**config.mk**
```make
export PLATFORM = sky130hd
export DESIGN_NAME = serial_io_buffer
export DESIGN_NICKNAME = d
export VERILOG_FILES = /design/src/rtl/serial_io_buffer_pkg.sv /design/src/rtl/serial_io_buffer_sync_fifo.sv /design/src/rtl/serial_io_buffer.sv
export SDC_FILE = /design/constraint.sdc
export NUM_CORES = 1
export LEC_CHECK = 0
export ABC_AREA = 1
export CAP_MARGIN = 20
export CORE_UTILIZATION = 45
export CTS_CLUSTER_DIAMETER = 50
export CTS_CLUSTER_SIZE = 12
export DETAILED_ROUTE_END_ITERATION = 10
export GPL_ROUTABILITY_DRIVEN = 0
export GPL_TIMING_DRIVEN = 0
export HOLD_SLACK_MARGIN = 0.06
export PLACE_DENSITY_LB_ADDON = 0.25
export SLEW_MARGIN = 20
export SYNTH_ARGS = -nofsm -noshare
export SYNTH_HDL_FRONTEND = slang
export SYNTH_SLANG_ARGS = --single-unit
```
**constraint.sdc**
```tcl
create_clock -name clock -period 2.3 [get_ports clock]
set_input_delay 0.345 -clock clock [delete_from_list [all_inputs] [get_ports clock]]
set_output_delay 0.345 -clock clock [all_outputs]
set_load 0.01 [all_outputs]
```
**src/rtl/serial_io_buffer_pkg.sv**
```systemverilog
// ----------------------------------------------------------------------------
// serial_io_buffer_pkg
// Shared widths and sizes for the serial I/O buffer and its FIFOs.
//   SERIAL_BYTE_W      : width of one serial byte
//   SERIAL_FIFO_DEPTH  : default entries per FIFO (power of two, >= 2)
//   SERIAL_FIFO_ADDR_W : log2 of the default depth
//   serial_byte_t      : convenience type for one byte
// ----------------------------------------------------------------------------
package serial_io_buffer_pkg;

    localparam int SERIAL_BYTE_W      = 8;
    localparam int SERIAL_FIFO_DEPTH  = 16;
    localparam int SERIAL_FIFO_ADDR_W = 4;

    typedef logic [SERIAL_BYTE_W-1:0] serial_byte_t;

endpackage : serial_io_buffer_pkg

```
**src/rtl/serial_io_buffer_sync_fifo.sv**
```systemverilog
// ----------------------------------------------------------------------------
// sync_fifo
// Single-clock first-word-fall-through FIFO with a separately tracked count.
//   clock, reset : system clock, synchronous active-high reset
//   push         : push request; commits when not full, or when full and a
//                  pop commits in the same cycle
//   pop_req      : pop request; commits only when the FIFO is non-empty
//   data_in      : byte written on a committed push
//   data_out     : head entry, forced to zero while empty
//   valid_out    : FIFO non-empty
//   count_out    : occupancy, 0..DEPTH
//   full_out     : occupancy equals DEPTH
// ----------------------------------------------------------------------------
module sync_fifo #(
    parameter int WIDTH  = 8,
    parameter int DEPTH  = 16,
    parameter int ADDR_W = 4
) (
    input  logic              clock,
    input  logic              reset,
    input  logic              push,
    input  logic              pop_req,
    input  logic [WIDTH-1:0]  data_in,
    output logic [WIDTH-1:0]  data_out,
    output logic              valid_out,
    output logic [ADDR_W:0]   count_out,
    output logic              full_out
);

    localparam logic [ADDR_W:0] FULL_COUNT = (ADDR_W+1)'(DEPTH);

    logic [WIDTH-1:0]  mem [DEPTH];
    logic [ADDR_W-1:0] rd_ptr;
    logic [ADDR_W-1:0] wr_ptr;
    logic [ADDR_W:0]   count;
    logic              do_pop;
    logic              do_push;

    // Decisions use pre-edge state. A pop frees a slot this cycle, so a
    // push into a full FIFO still commits when paired with a pop.
    always_comb begin
        do_pop  = valid_out && pop_req;
        do_push = push && ((count != FULL_COUNT) || do_pop);
    end

    // Storage carries no reset: stale entries are never visible because the
    // head is masked by valid and the pointers restart at zero.
    always_ff @(posedge clock) begin
        if (!reset && do_push) begin
            mem[wr_ptr] <= data_in;
        end
    end

    // Pointers wrap naturally at DEPTH; count disambiguates full from empty.
    always_ff @(posedge clock) begin
        if (reset) begin
            rd_ptr <= '0;
            wr_ptr <= '0;
            count  <= '0;
        end else begin
            if (do_pop) begin
                rd_ptr <= rd_ptr + ADDR_W'(1);
            end
            if (do_push) begin
                wr_ptr <= wr_ptr + ADDR_W'(1);
            end
            case ({do_push, do_pop})
                2'b10:   count <= count + (ADDR_W+1)'(1);
                2'b01:   count <= count - (ADDR_W+1)'(1);
                default: count <= count;
            endcase
        end
    end

    always_comb begin
        valid_out = (count != '0);
        full_out  = (count == FULL_COUNT);
        count_out = count;
        data_out  = valid_out ? mem[rd_ptr] : '0;
    end

endmodule : sync_fifo

```
**src/rtl/serial_io_buffer.sv**
```systemverilog
// ----------------------------------------------------------------------------
// serial_io_buffer
// Byte buffering bridge between the processor serial port and an external
// UART byte interface. One FIFO per direction; the RX side also records a
// sticky overflow when a received byte has to be dropped.
//   clock, reset                 : system clock, synchronous active-high reset
//   rx_data_out / rx_valid_out   : RX head byte and non-empty, to processor
//   rx_rden_in                   : processor pops the RX head
//   tx_data_in / tx_wren_in      : processor pushes a TX byte
//   tx_ready_out                 : TX FIFO has room
//   ext_rx_data_in / _strobe_in  : byte arriving from the external UART
//   ext_tx_data_out / _valid_out : TX head byte offered to the external UART
//   ext_tx_ready_in              : external UART takes the offered byte
//   rx_overflow_out              : sticky, an RX byte was dropped
//   rx_count_out / tx_count_out  : FIFO occupancies, 0..DEPTH
// ----------------------------------------------------------------------------
module serial_io_buffer
    import serial_io_buffer_pkg::*;
#(
    parameter int DEPTH  = SERIAL_FIFO_DEPTH,
    parameter int ADDR_W = SERIAL_FIFO_ADDR_W
) (
    input  logic                     clock,
    input  logic                     reset,
    output logic [SERIAL_BYTE_W-1:0] rx_data_out,
    output logic                     rx_valid_out,
    input  logic                     rx_rden_in,
    input  logic [SERIAL_BYTE_W-1:0] tx_data_in,
    input  logic                     tx_wren_in,
    output logic                     tx_ready_out,
    input  logic [SERIAL_BYTE_W-1:0] ext_rx_data_in,
    input  logic                     ext_rx_strobe_in,
    output logic [SERIAL_BYTE_W-1:0] ext_tx_data_out,
    output logic                     ext_tx_valid_out,
    input  logic                     ext_tx_ready_in,
    output logic                     rx_overflow_out,
    output logic [ADDR_W:0]          rx_count_out,
    output logic [ADDR_W:0]          tx_count_out
);

    logic rx_full;
    logic tx_full;
    logic rx_overflow;

    sync_fifo #(
        .WIDTH  (SERIAL_BYTE_W),
        .DEPTH  (DEPTH),
        .ADDR_W (ADDR_W)
    ) rx_fifo (
        .clock     (clock),
        .reset     (reset),
        .push      (ext_rx_strobe_in),
        .pop_req   (rx_rden_in),
        .data_in   (ext_rx_data_in),
        .data_out  (rx_data_out),
        .valid_out (rx_valid_out),
        .count_out (rx_count_out),
        .full_out  (rx_full)
    );

    sync_fifo #(
        .WIDTH  (SERIAL_BYTE_W),
        .DEPTH  (DEPTH),
        .ADDR_W (ADDR_W)
    ) tx_fifo (
        .clock     (clock),
        .reset     (reset),
        .push      (tx_wren_in),
        .pop_req   (ext_tx_ready_in),
        .data_in   (tx_data_in),
        .data_out  (ext_tx_data_out),
        .valid_out (ext_tx_valid_out),
        .count_out (tx_count_out),
        .full_out  (tx_full)
    );

    // A full RX FIFO is always non-empty, so a strobe is dropped exactly
    // when it arrives while full and the processor is not popping.
    always_ff @(posedge clock) begin
        if (reset) begin
            rx_overflow <= 1'b0;
        end else if (ext_rx_strobe_in && rx_full && !rx_rden_in) begin
            rx_overflow <= 1'b1;
        end
    end

    always_comb begin
        rx_overflow_out = rx_overflow;
        tx_ready_out    = !tx_full;
    end

endmodule : serial_io_buffer
```
==> Implementation_results.wiki, run 1 <==
{| class="wikitable"
! Metric !! Value
|-
| Final max-slew violation count || 0
|-
| Syn. warnings || 0
|-
| Number of nets in the synthesized netlist || 1,162
|-
| Utilization after layout || 59.0%
|-
| Violated checks || setup timing
|-
| Total number of vias || 8,655
|-
| Setup repair after global routing missed its margin || yes
|-
| Critical path launch point type || flip-flop
|-
| CTS H-Tree Depth || 1
|-
| Core footprint || 26,900 µm²
|-
| Cell taking the most area after synthesis || edfxtp_1
|-
| Result of the run || finished, violations left
|-
| DRC Markers || 0
|-
| Final clock skew || 14.7 ps
|-
| Sequential-to-total area share from yosys stat || 68.1%
|-
| Post-detailed-placement half-perimeter wirelength || 19,500 µm
|-
| Critical Path Sink Type || output pin
|-
| Clock tree from TritonCTS || yes
|-
| CTS Buf Count || 31
|-
| Average size of a mapped cell || 11.0 µm²
|-
| CP Depth || 9
|-
| Vias in the first global route || 8,237
|-
| Area of the die || 28,000 µm²
|-
| Total track usage || 22.1%
|-
| Data arrival time at the worst-slack endpoint || 2050 ps
|-
| Worst hold start || tx_fifo.count_out[0]
|-
| Seq cells post-synth || 291
|-
| Reg-to-reg critical path startpoint || tx_fifo.count_out[2]
|-
| Root buf cell || clkbuf_16
|-
| Post-route setup slack || -90.7 ps
|-
| Final setup violating endpoints || 13
|-
| Number of buffer cells added on primary ports || 51
|-
| Gate count of the mapped netlist || 1,121
|-
| Path depth of the worst reg2reg path || 6
|-
| Starting Density || 45.8%
|-
| Maximum fanout count along the critical path || 10
|-
| GRT Residual Overflow || 0
|-
| Leading post-synthesis cells by cell area || edfxtp_1, nand2_1, nand3_1, dfxtp_1, ha_1
|-
| Transition at the pin with the smallest max-transition slack || 1010 ps
|-
| Buffers from clock root to sink, at most || 3
|-
| Number of buffers inserted by hold repair at cts || 0
|-
| Total clock sinks || 291
|-
| Final clock period utilization by the worst path || 104%
|-
| Clock latency reported for the late side of the worst-skew pair || 550 ps
|-
| Path type of the worst setup path || flip-flop to output pin
|-
| Proportion of netlist area held by the largest area contributor || 62.4%
|-
| Number of top-level pins || 52
|-
| Placed instance count || 1,513
|-
| Worst setup path end || ext_tx_data_out[3]
|-
| Max stage delay on crit path || 390 ps
|-
| Filler instances || 2,123
|-
| Power after layout || 17.6 mW
|-
| Aggregate negative setup slack || -424 ps
|-
| Post-Layout Cell Count || 1,591
|-
| Number of different library cells in the post-synthesis netlist || 27
|-
| Critical-path top delay cell || dfxtp_4
|-
| Count of nets left with antenna violations after detail routing || 0
|-
| Max Cap Viol || 0
|-
| Growth of design area from synthesis to finish || 28.8%
|-
| Number of antenna violations at the first check in global routing || 0
|-
| Net total in the final layout || 1,272
|-
| Maximum vdd ir drop || 0.836 mV
|-
| Drt total wl || 32,200 µm
|-
| Min Tclk post-route || 2390 ps
|-
| Number of DRC markers in iteration 0 || 797
|-
| Number of placement rows || 60
|-
| Static Leak || 6.04 nW
|-
| Max Freq || 0.418 GHz
|-
| Max-Slew Margin vs Limit || 32.5%
|-
| Reg-to-reg setup timing slack || 180 ps
|-
| Die width || 167 µm
|-
| Crit-path most repeated cell || nand2_1
|-
| Area of the mapped netlist || 12,300 µm²
|-
| Wire length of the first global-routing pass || 47,000 µm
|-
| Wire length per cell after detailed routing || 20.3 µm
|-
| Critical-path cell list || inv_6 -> buf_6 -> nand2_1 -> nand3_1 -> nand3_1 -> nand2_1 -> nand2_1 -> a21oi_2 -> buf_2
|-
| Number of optimization iterations in the first detailed-route pass || 5
|-
| Overall die height || 167 µm
|-
| Pin count of the biggest net entering global routing || 17
|-
| Worst Hold Class || flip-flop to flip-flop
|-
| Fraction of layout cells with a size suffix above 1 || 27.9%
|-
| Hold violation count in the final report || 0
|-
| Dpl ws || -388 ps
|-
| Worst reg2reg endpoint || tx_fifo.mem[10][7]
|-
| Count of inserted antenna diode cells || 0
|-
| Worst path top cell family by delay || buffers and inverters
|-
| CTS clock-pin slew for the worst setup and hold paths || 60 ps
|-
| WP data required || 1960 ps
|-
| Total power per unit cell area || 1110 nW/µm²
|-
| Via density || 5.44
|-
| Buffers & Inverters on Critical Path || 3
|}
==> cell usage after synthesis <==
master,count
o21ai_2,1
xnor2_1,4
nand2_1,370
buf_4,8
o211ai_1,1
xor2_1,7
nand4_2,1
a21oi_1,38
inv_2,3
clkbuf_1,5
o21ai_0,14
ha_1,18
nand4_1,3
clkbuf_8,2
nor2_2,2
edfxtp_1,256
inv_1,48
nand3_1,212
nor2_1,49
buf_2,19
nand3b_1,1
a21oi_2,2
fa_1,1
dfxtp_1,35
buf_6,16
o21bai_1,1
nand2_2,4
==> cells by family after synthesis <==
kind of cell / after synthesis / share of synthesized area (%)
flops: 291 / 68.1
compound gates: 57 / 2.45
buf+inv: 101 / 4.65
simple gates: 642 / 22.0
xor+xnor: 11 / 0.782
fa+ha+maj: 19 / 1.99
==> layer usage <==
metal  wire, µm  part of all wire (%)  up-vias  track usage, %
li1           -                     -     4088               -
met1      13300                    41     4155            30.3
met2      15900                    49      353            36.5
met3       2190                   6.8       59            2.98
met4        905                   2.8        0            7.34
met5          0                     0        -               0
==> registers in the layout, summed over array words and instances (netlist names), named ones only <==
signal,cells
tx_fifo.rd_ptr,4
rx_fifo.wr_ptr,4
tx_fifo.count_out,5
rx_fifo.rd_ptr,4
rx_fifo.mem,128
rx_overflow_out,1
rx_fifo.count_out,5
tx_fifo.wr_ptr,4
tx_fifo.mem,128
==> metrics by stage <==
stage	area [µm²]	hold slack (ps)
final	15900	471
after global routing	15900	496
after CTS	14800	485
after detailed placement	13300	479
after global placement	13300	457
after floorplan	12300	444
==> worst min-delay path by stage <==
| stage | end | cells after the start |
|---|---|---|
| final | tx_fifo.count_out[0] | 1 |
| after global routing | tx_fifo.count_out[0] | 1 |
| after CTS | tx_fifo.wr_ptr[3] | 3 |
| after detailed placement | rx_overflow_out | 2 |
| after global placement | rx_overflow_out | 2 |
| after floorplan | rx_fifo.mem[0][0] | 0 |
==> cells in the final DEF (no fill, tap or decap), types with 4 or more instances in the layout <==
master	instances
nand2_1	327
a21oi_2	20
clkbuf_16	44
buf_12	4
inv_2	4
nand3_2	103
edfxtp_1	256
buf_6	25
buf_8	14
dfxtp_4	4
ha_1	16
clkinvlp_4	5
dfxtp_1	25
nand2_2	34
xor2_1	7
o21ai_0	14
nor2_2	12
nand3_1	98
buf_4	10
nand2_4	13
clkbuf_1	10
dfxtp_2	6
nor2_1	39
nand3_4	11
buf_2	19
a21oi_1	20
bufinv_16	5
inv_1	41
xnor2_1	4
clkdlybuf4s50_1	35
==> what timing repair did <==
action / in CTS / in global routing
setup endpoints to repair: 25 / 188
setup buffers: 8 / 2
pin swaps: 35 / 78
gates cloned: 4 / 13
gates resized for setup: 189 / 191
==> where the power goes <==
| part | total (mW) | switching, mW | internal (mW) | leakage (nW) |
|---|---|---|---|---|
| logic | 6.44 | 3.74 | 2.71 | 2.96 |
| clock network | 5.00 | 1.95 | 3.04 | 0.484 |
| registers | 6.20 | 0.222 | 5.98 | 2.60 |
| total | 17.6 | 5.91 | 11.7 | 6.04 |
==> final cells by class <==
cell class | instances | area [µm²] | share of cell area (%)
buffer | 49 | 579 | 3.65
clock buffer | 41 | 823 | 5.19
clock inverter | 11 | 183 | 1.15
inverter | 51 | 219 | 1.38
multi-input combinational | 729 | 4300 | 27.1
sequential | 291 | 8410 | 53.0
tap | 341 | 427 | 2.69
timing repair buffer | 78 | 922 | 5.81
(Power assumes the default switching activity.)
==> inputs of run 2 (changes only) <==
--- a/config.mk
+++ b/config.mk
@@ -11,7 +11,6 @@
 export CTS_CLUSTER_DIAMETER = 50
 export CTS_CLUSTER_SIZE = 12
 export DETAILED_ROUTE_END_ITERATION = 10
-export GPL_ROUTABILITY_DRIVEN = 0
 export GPL_TIMING_DRIVEN = 0
 export HOLD_SLACK_MARGIN = 0.06
 export PLACE_DENSITY_LB_ADDON = 0.25
==> run 2 against run 1 <==
  * The run ends with DRC, setup timing left
  * Via count decreased by 1.7%
  * First-iteration DRC count decreased by 4.4%
  * Clock skew hardly changed
  * Total power decreased by 6.0%
  * Count of clock-buffer cells in the layout rose by 1
  * Sequential power barely moved
  * Die area stayed put
  * Sequential cell count stayed put
  * Core utilization is 2.1 points lower
  * Global-route usage is 0.43 points lower
  * Worst setup slack about the same
  * Final area is 3.6% lower
  * Critical endpoint is now ext_tx_data_out[2]
  * Largest power group is now registers
==> Implementation_results.wiki, run 2 (same netlist as run 1, synthesis figures left out) <==
{| class="wikitable"
! Metric !! Value
|-
| Total clock sinks || 291
|-
| DRC Markers || 1
|-
| Total number of vias || 8,507
|-
| Final setup violating endpoints || 12
|-
| Met1 layer wirelength in the final routing || 13,300 µm
|-
| Net total in the final layout || 1,267
|-
| Post-route setup slack || -90.6 ps
|-
| Path depth of the worst reg2reg path || 6
|-
| Commonest cells after routing, fill and taps aside || nand2_1, edfxtp_1, nand3_1
|-
| Root buf cell || clkbuf_16
|-
| Reg-to-reg critical path startpoint || rx_fifo.count_out[0]
|-
| Pin count of the biggest net entering global routing || 17
|-
| Post-Layout Cell Count || 1,585
|-
| Utilization after layout || 56.9%
|-
| Max-Slew Margin vs Limit || 28.3%
|-
| CTS Buf Count || 30
|-
| Drt total wl || 31,100 µm
|-
| Static Leak || 5.78 nW
|-
| Transition at the pin with the smallest max-transition slack || 1070 ps
|-
| Path type of the worst setup path || flip-flop to output pin
|-
| Max Freq || 0.418 GHz
|-
| Power after layout || 16.6 mW
|-
| Worst Hold Class || flip-flop to flip-flop
|-
| Final clock skew || 15.2 ps
|-
| CTS H-Tree Depth || 1
|-
| Filler instances || 2,245
|-
| Critical-path cell list || buf_12 -> clkbuf_16 -> buf_6 -> nand2_1 -> nand3_2 -> nand3_2 -> nand2_2 -> nand2_2 -> a21oi_2 -> buf_2
|-
| Max Cap Viol || 0
|-
| Clock latency reported for the late side of the worst-skew pair || 560 ps
|-
| GRT Residual Overflow || 0
|-
| Overall die height || 167 µm
|-
| Cell Area, Placed || 13,300 µm²
|-
| WP data required || 1960 ps
|-
| Final clock period utilization by the worst path || 104%
|-
| Number of antenna violations at the first check in global routing || 0
|-
| CTS clock-pin slew for the worst setup and hold paths || 60 ps
|-
| Number of placement rows || 60
|-
| Detail Route met3 WL || 1710 µm
|-
| Min Tclk post-route || 2390 ps
|-
| Total track usage || 21.7%
|-
| Result of the run || finished, violations left
|-
| Number of DRC markers in iteration 0 || 762
|-
| Maximum vdd ir drop || 0.667 mV
|-
| Critical path launch point type || flip-flop
|-
| Critical Path Sink Type || output pin
|-
| Number of buffer cells added on primary ports || 51
|-
| Data arrival time at the worst-slack endpoint || 2050 ps
|-
| Top sig layer || met4
|-
| Area of the die || 28,000 µm²
|-
| Final max-slew violation count || 0
|-
| Worst reg2reg endpoint || rx_fifo.mem[14][0]
|-
| Number of optimization iterations in the first detailed-route pass || 8
|-
| Wire length per cell after detailed routing || 19.6 µm
|-
| Reg-to-reg setup timing slack || 130 ps
|-
| Placed instance count || 1,513
|-
| Violated checks || DRC, setup timing
|-
| Biggest registers after layout || rx_fifo.mem x128, tx_fifo.mem x128
|-
| Routed length on met2 || 15,000 µm
|-
| Weighted congestion at the end of routability-driven global placement || 0.886
|-
| Max stage delay on crit path || 380 ps
|-
| Core footprint || 26,900 µm²
|-
| Most common cell after layout, fill and taps aside || nand2_1
|-
| Buffers from clock root to sink, at most || 3
|-
| Growth of design area from synthesis to finish || 24.2%
|-
| Post-route cell area || 15,300 µm²
|-
| Vias in the first global route || 8,027
|-
| Via density || 5.37
|-
| Post-detailed-placement half-perimeter wirelength || 19,400 µm
|-
| Aggregate negative setup slack || -402 ps
|-
| Total power per unit cell area || 1080 nW/µm²
|-
| Maximum fanout count along the critical path || 8
|-
| Clock tree from TritonCTS || yes
|-
| Critical-path top delay cell || dfxtp_4
|-
| Fraction of layout cells with a size suffix above 1 || 24.6%
|-
| Hold violation count in the final report || 0
|-
| Die width || 167 µm
|-
| Number of buffers inserted by hold repair at cts || 0
|-
| Wire length of the first global-routing pass || 46,100 µm
|-
| Count of nets left with antenna violations after detail routing || 0
|-
| Number of top-level pins || 52
|-
| Setup repair after global routing missed its margin || yes
|-
| Worst-case hold path end point || rx_overflow_out
|-
| Starting Density || 45.8%
|-
| Cell depth of the worst hold path || 2
|-
| Count of inserted antenna diode cells || 0
|-
| Worst hold start || rx_overflow_out
|}
run 2: cell types whose count changed in the layout (fill, tap and decap cells not counted), sizes merged:
cell | previous run | this run
clkbuf | 59 | 53
bufinv | 5 | 1
buf | 74 | 77
clkinvlp | 5 | 3
inv | 48 | 50
clkinv | 4 | 5
run 2: cell type report:
type / count / area (µm²) / area share, %
Sequential cell: 291 / 8400 / 55.0
Multi-Input combinational cell: 729 / 4040 / 26.4
Clock buffer: 42 / 816 / 5.33
Timing Repair Buffer: 75 / 788 / 5.15
Buffer: 48 / 529 / 3.46
Tap cell: 341 / 427 / 2.79
Inverter: 51 / 211 / 1.38
Clock inverter: 8 / 78.8 / 0.515
run 2: what timing repair did:
| action | in CTS | in global routing |
|---|---|---|
| setup endpoints to repair | 26 | 157 |
| cloned | 2 | 7 |
| pin swaps | 29 | 72 |
| resized for setup | 179 | 143 |
| buffers inserted | 10 | 5 |
run 2: worst max-delay path, delay by kind of cell, from the launching register on:
| family | cells | cell delay, ps |
|---|---|---|
| buffers and inverters | 4 | 550 |
| and+or+nand+nor | 5 | 390 |
| DFF | 1 | 380 |
| AOI/OAI and AO/OA | 1 | 160 |
run 2: power breakdown:
| group | switching (mW) | internal (mW) |
|---|---|---|
| Combinational | 3.50 | 2.38 |
| Clock | 1.95 | 2.56 |
| Sequential | 0.203 | 5.97 |
run 2: worst max path at each step:
stage	startpoint	end	slack, ps	depth (start not counted)
floorplan	tx_fifo.count_out[0]	tx_fifo.count_out[4]	160	16
global placement	ext_tx_ready_in	tx_fifo.mem[10][4]	-360	7
detailed placement	ext_tx_ready_in	tx_fifo.mem[10][1]	-400	7
CTS	flip-flop	ext_tx_data_out[7]	-110	9
global route	flip-flop	ext_tx_data_out[2]	-170	10
finish	flip-flop	ext_tx_data_out[2]	-90	10
run 2: metal layers:
metal  global-route usage (%)  vias up
li1                         -     4067
met1                     29.5     4072
met2                     35.2      296
met3                     2.98       72
met4                     9.01        0
met5                        0        -
run 2: through the flow:
step / hold WS, ps / setup slack, ps
2_1_floorplan: 444 / 161
3_3_place_gp: 457 / -360
3_5_place_dp: 475 / -396
4_1_cts: 471 / -111
5_1_grt: 511 / -170
6_report: 481 / -90.6
